### config.mk
export PLATFORM = sky130hd
export DESIGN_NAME = tff_mod_counter
export DESIGN_NICKNAME = d
export VERILOG_FILES = /design/src/rtl/tff_pkg.sv /design/src/rtl/tff_cell.sv /design/src/rtl/tff_mod_counter.sv
export SDC_FILE = /design/constraint.sdc
export NUM_CORES = 1
export LEC_CHECK = 0
export CAP_MARGIN = 40
export CORE_UTILIZATION = 28
export CTS_CLUSTER_SIZE = 40
export DETAILED_ROUTE_END_ITERATION = 10
export DONT_BUFFER_PORTS = 1
export PLACE_DENSITY = 0.43
export SETUP_SLACK_MARGIN = 0.4
export SYNTH_ARGS = -nofsm -noshare
export SYNTH_HDL_FRONTEND = slang
export SYNTH_SLANG_ARGS = --single-unit
### constraint.sdc
create_clock -name Clk -period 1.8 [get_ports Clk]
set_input_delay 0.27 -clock Clk [delete_from_list [all_inputs] [get_ports Clk]]
set_output_delay 0.27 -clock Clk [all_outputs]
set_load 0.005 [all_outputs]
### src/rtl/tff_pkg.sv
// Shared constants and next-state helper for the T-flip-flop modulo counter.
package tff_pkg;

    localparam int unsigned DEFAULT_WIDTH = 4;
    localparam int unsigned DEFAULT_MOD   = 10;

    // Next count for one enabled step; an out-of-range value recovers to 0.
    function automatic logic [15:0] mod_next(input logic [15:0] cur,
                                             input logic        up,
                                             input int unsigned modulus);
        logic [15:0] res;
        res = '0;
        if (32'(cur) >= modulus) begin
            res = '0;
        end else if (up) begin
            res = (32'(cur) == modulus - 1) ? '0 : cur + 16'd1;
        end else begin
            res = (cur == '0) ? 16'(modulus - 1) : cur - 16'd1;
        end
        return res;
    endfunction

endpackage

### src/rtl/tff_cell.sv
// One-bit T flip-flop with asynchronous active-high reset; nQ tracks the current Q.
module tff_cell (
    input  logic Clk,
    input  logic rst,
    input  logic T,
    output logic Q,
    output logic nQ
);

    always_ff @(posedge Clk or posedge rst) begin
        if (rst) begin
            Q <= 1'b0;
        end else if (T) begin
            Q <= ~Q;
        end
    end

    assign nQ = ~Q;

endmodule

### src/rtl/tff_mod_counter.sv
// Modulo-MOD up/down counter with load and terminal count, built from T flip-flop cells.
module tff_mod_counter
    import tff_pkg::*;
#(
    parameter int unsigned WIDTH = DEFAULT_WIDTH,
    parameter int unsigned MOD   = DEFAULT_MOD
) (
    input  logic             Clk,
    input  logic             rst,
    input  logic             en,
    input  logic             up,
    input  logic             load,
    input  logic [WIDTH-1:0] load_val,
    output logic [WIDTH-1:0] count,
    output logic             tc
);

    if (WIDTH < 1 || WIDTH > 16) begin : g_bad_width
        $error("tff_mod_counter: WIDTH %0d outside 1..16", WIDTH);
    end
    if (MOD < 2 || MOD > (32'd1 << WIDTH)) begin : g_bad_mod
        $error("tff_mod_counter: MOD %0d outside 2..2^WIDTH", MOD);
    end

    localparam logic [WIDTH:0]   MOD_W = (WIDTH + 1)'(MOD);
    localparam logic [WIDTH-1:0] LAST  = WIDTH'(MOD - 1);

    logic [WIDTH-1:0] next_count;
    logic [WIDTH-1:0] t_vec;
    logic [WIDTH-1:0] nq_vec;

    always_comb begin
        next_count = count;
        if (load) begin
            if ({1'b0, load_val} < MOD_W) begin
                next_count = load_val;
            end else begin
                next_count = LAST;
            end
        end else if (en) begin
            next_count = WIDTH'(mod_next(16'(count), up, MOD));
        end
    end

    // State only ever changes by toggling the bits that differ.
    assign t_vec = count ^ next_count;

    for (genvar i = 0; i < WIDTH; i++) begin : g_cell
        tff_cell u_cell (
            .Clk (Clk),
            .rst (rst),
            .T   (t_vec[i]),
            .Q   (count[i]),
            .nQ  (nq_vec[i])
        );
    end

    // All nQ high means count is zero.
    assign tc = en & ~load & ~rst & (up ? (count == LAST) : (&nq_vec));

endmodule

# == Word level (Yosys, flattened, before mapping) ==
# Index checks and enable logic that the tools add are counted.
# classes
n_lt_le_gt_ge,2
n_reduce_logical,2
mux,8
bitwise,10
n_addsub,2
n_eq_ne,1
# ops
cell,n
$mux W4,7
$not A1 Y1,6
$add A4 B1 Y4 const B,1
$eq A4 B4 Y1 const B,1
$ge A4 B4 Y1 const B,1
$logic_not A4 Y1,1
$lt A4 B4 Y1 const B,1
$reduce_and A4 Y1,1
$sub A4 B1 Y4 const B,1
$xor A4 B4 Y4,1
$and A1 B1 Y1,3
$mux W1,1
# word_totals
regBits,4

# == Longest topological paths before layout ==
# depth
ltp_word,7
mapped_depth,4

# == Hierarchy ==
# Synthesis repeated with hierarchy kept, for this count alone.
# unflattened
hier_cells,71
area_unflattened_um2,526.8
# modules_own_cells
module,instances,seq_area_each_um2,area_each_um2,cells_each
tff_mod_counter,1,0.0,361.6,55
tff_cell,4,25.0,41.3,4

# == Worst setup path before layout ==
# OpenSTA, ideal clock, no wires.
# synth_path
path_kind,register to output
from,register g_cell[0].u_cell.Q
to,output port tc
path_slack_ns,0.377
arrival_time_ns,1.153
n_path_buf,0
path_stages_with_launch,3
path_cell_list,dfrtp_1 -> or3_1 -> a2111oi_2
# synth_via
elab_chain_cells,4
# synth_rtl
element,line_no,text
"start, declared",tff_cell.sv:6,"output logic Q,"
"start signal, assigned",tff_cell.sv:14,Q <= ~Q;
$not A1 Y1,tff_cell.sv:18,assign nQ = ~Q;
$reduce_and A4 Y1,tff_mod_counter.sv:59,assign tc = en & ~load & ~rst & (up ? (count == LAST) : (&nq_vec));
$mux W1 *,tff_mod_counter.sv:59,
$and A1 B1 Y1 *,tff_mod_counter.sv:59,
"end, declared",tff_mod_counter.sv:15,output logic tc
# Mark *: on every way between the ends. The rest lies on a longest branch, timed or not.

# == Final worst setup path ==
# Same ends and word-level chain as after synthesis.

==> metrics <==
result of the run finished, final reports clean; Peak Freq about 630 MHz; final hold violations 0; Max Root-Sink Buffers 2; Avg Synthesized Cell Area roughly 8.3 µm²; width of the die roughly 43 µm; startpoint class of the critical path flip-flop; maximum VDD drop 0.000160 V; register with the highest flop count g_cell.u_cell.Q; Max-cap violations 0; routed vias about 430; TritonCTS buffer count 3; utilization after layout between 30% and 40%; grt total ovfl 0; cell count of the worst reg-to-reg path 3; clock group share of total power a little under a third; Worst Setup Path Type reg2out; cell area after synthesis around 470 µm²; Switching Fraction between 30% and 40%; net load switching power ~110 µW; kind of end point of the critical path output pin; Setup violations, final 0; number of sinks driven by the clock tree 4; Layout Skew roughly 0.00056 ns; via density per instance approximately 6.2; fraction of layout cells with a size suffix above 1 24.1%; top cell family by delay on the critical path simple AND/OR/NAND/NOR gates; post-route clock period utilization between 80% and 90%; core area 1540 µm²; Final Max Tran Viols 0; combined buffer and inverter count along the critical path 0; routed wirelength normalized by instance count 16.1 µm; Initial Utilization between 30% and 40%; count of boundary I/O pins 14; number of nets in the synthesized netlist between 60 and 70; largest net degree at the start of global routing 15; vertical extent of the die ~43 µm; antenna cells 0; number of stages on the worst hold path 1; setup repair after global routing missed its margin true; antenna violations before repair 0; count of standard-cell rows 14; internal portion of total power between 200 and 250 µW; crit path cell chain or3_4 -> a2111oi_4; total chip power around 340 µW; count of different cell masters after synthesis 31; clock tree from TritonCTS built; number of flip-flops and latches in the synthesized netlist 4; largest registers g_cell.u_cell.Q (4); half-perimeter wire length after detailed placement 769 µm; areal power density over the cells 673 nW/µm²; number of H-tree levels 1; count of unresolved DRC violations after routing 0; Leakage Power between 0.00015 and 0.0002 µW; Pre-Repair DR Iteration Count 4; Worst Path Max Fanout 2; data arrival at the endpoint of the critical path 1.31 ns; wire length after detailed routing 1130 µm; capture instance of the worst register-to-register path g_cell[2].u_cell.Q$_DFFE_PP0P_; Post-DRT Antenna Nets 0; Reg-to-Reg Start g_cell[1].u_cell.Q$_DFFE_PP0P_; longest individual stage delay on the worst path approximately 0.40 ns; CTS root buf sky130_fd_sc_hd__clkbuf_4; WHS about 0.19 ns; area of the die between 1500 and 2000 µm²; routability cong. between 0.7 and 0.8; net count of the finished layout 65; violation count after the first detailed-route iteration 10; Critical-path top delay cell sky130_fd_sc_hd__or3_4; Area growth syn-to-layout 7.67%; Hold Path Sink g_cell[3].u_cell.Q$_DFFE_PP0P_; port buffer count 0; critical path required time 1.53 ns; GRT Total Usage approximately 14%; path class of the lowest-slack min-delay path in2reg; Worst-path clk slew 0.03 ns; via count of the first global-routing pass between 400 and 500; first-pass GRT wire length 1950 µm; number of flip-flops under the largest register name 4; worst slew slack as a fraction of its limit 79.2%; slack of the worst reg-to-reg path about 0.44 ns; Total Neg Setup Slack 0 ns; share of power burned in registers around 37%; fraction of the yosys area taken by sequential cells 21.2%; clock insertion delay at the later pin of the skew report approximately 0.23 ns; combinational power share 32.0%; actual transition at the worst max-transition pin around 0.31 ns; hold path start en; synthesized instance count 57; number of synthesis warnings 0; final critical delay including setup and external delays ~1.6 ns
logic make-up after synthesis:
group | Yosys count | share of synthesized area [%]
XOR/XNOR | 1 | 1.85
AND/OR/NAND/NOR | 24 | 35.2
AO/OA/AOI/OAI | 16 | 25.9
buffers and inverters | 12 | 15.9
flip-flops | 4 | 21.2
worst max path at each step:
stage          cells past startpoint                        endpoint                            from  slack [ns]
4_1_cts                            2                              tc  g_cell[0].u_cell.Q$_DFFE_PP0P_        0.21
3_5_place_dp                       3                              tc  g_cell[1].u_cell.Q$_DFFE_PP0P_        0.40
6_report                           2                              tc  g_cell[0].u_cell.Q$_DFFE_PP0P_        0.22
3_3_place_gp                       3  g_cell[2].u_cell.Q$_DFFE_PP0P_  g_cell[1].u_cell.Q$_DFFE_PP0P_        0.38
5_1_grt                            2                              tc  g_cell[0].u_cell.Q$_DFFE_PP0P_        0.16
2_1_floorplan                      2                              tc  g_cell[0].u_cell.Q$_DFFE_PP0P_        0.43
placed cells by master, fill, tap and decap left out, drive strengths merged, types with 2 or more instances in the layout:
| master | netlist | layout |
|---|---|---|
| o21ai | 4 | 4 |
| nand3b | 3 | 3 |
| or3 | 3 | 3 |
| clkbuf | 0 | 3 |
| and4b | 2 | 2 |
| nor4b | 2 | 2 |
| nor3 | 2 | 2 |
| buf | 9 | 2 |
| nand2b | 3 | 3 |
| a311oi | 2 | 2 |
| dfrtp | 4 | 4 |
| and3 | 2 | 2 |
| a21oi | 3 | 3 |
| inv | 3 | 3 |
| nor2 | 2 | 2 |
power by group through the flow:
stage               Sequential [µW]  Clock, µW  Combinational [µW]
floorplan                       114          0                 114
global placement                125          0                 104
detailed placement              124          0                 101
CTS                             125        112                 108
global route                    130        122                 123
finish                          127        106                 110
routing by layer:
metal  GRT usage (%)  up-vias  routed length (µm)
met3            4.26        2                 114
met1            18.7      204                 482
met4            10.9        0                  19
li1                -      205                   -
met5               0        -                   0
met2            17.9       22                 510
cell type report:
class / count / area, µm²
clock buffers: 3 / 22.5
repair buffers: 3 / 25.0
flip-flops and latches: 4 / 101
well taps: 16 / 20.0
multi-input cells: 41 / 329
fillers: 173 / 1030
inverters: 3 / 11.3
per-stage QoR:
stage	instances	cell area (µm²)	setup slack (ns)
finish	70	509	0.219
global route	70	509	0.164
CTS	70	498	0.211
detailed placement	66	444	0.400
global placement	66	444	0.381
floorplan	57	473	0.431
cells in the mapped netlist:
master	instances	share of area (%)
sky130_fd_sc_hd__and4b_1	2	4.2
sky130_fd_sc_hd__inv_1	3	2.4
sky130_fd_sc_hd__dfrtp_1	4	21
sky130_fd_sc_hd__a21oi_1	3	3.2
sky130_fd_sc_hd__nand4bb_1	1	2.4
sky130_fd_sc_hd__a211oi_1	1	1.6
sky130_fd_sc_hd__nor3_2	1	2.1
sky130_fd_sc_hd__o21ai_0	3	3.2
sky130_fd_sc_hd__buf_4	5	7.9
sky130_fd_sc_hd__nand3b_1	3	4.8
sky130_fd_sc_hd__xnor2_1	1	1.9
sky130_fd_sc_hd__nor2_1	2	1.6
sky130_fd_sc_hd__nor3b_1	1	1.6
sky130_fd_sc_hd__buf_6	1	2.4
sky130_fd_sc_hd__a32o_1	1	2.1
sky130_fd_sc_hd__and3_1	2	2.6
sky130_fd_sc_hd__a311oi_1	2	3.7
sky130_fd_sc_hd__o21a_1	1	1.6
sky130_fd_sc_hd__nor3_1	1	1.1
sky130_fd_sc_hd__buf_2	3	3.2
sky130_fd_sc_hd__o21ai_1	1	1.1
sky130_fd_sc_hd__a31oi_1	1	1.3
sky130_fd_sc_hd__a221oi_2	1	3.2
sky130_fd_sc_hd__nor2b_1	1	1.3
sky130_fd_sc_hd__a2111oi_2	1	3.2
sky130_fd_sc_hd__or3_1	3	4.0
sky130_fd_sc_hd__nor4b_1	2	3.7
sky130_fd_sc_hd__nand3_1	1	1.1
sky130_fd_sc_hd__a41oi_1	1	1.9
sky130_fd_sc_hd__nand2b_1	3	4.0
sky130_fd_sc_hd__nand2_1	1	0.79
what timing repair did:
| item | CTS | global route |
|---|---|---|
| buffers inserted | 0 | 0 |
| hold endpoints to repair | 4 | 0 |
| resized for setup | 4 | 2 |
| endpoints found under the setup margin | 2 | 4 |
| hold buffers | 1 | 0 |
(Power assumes the default switching activity.)
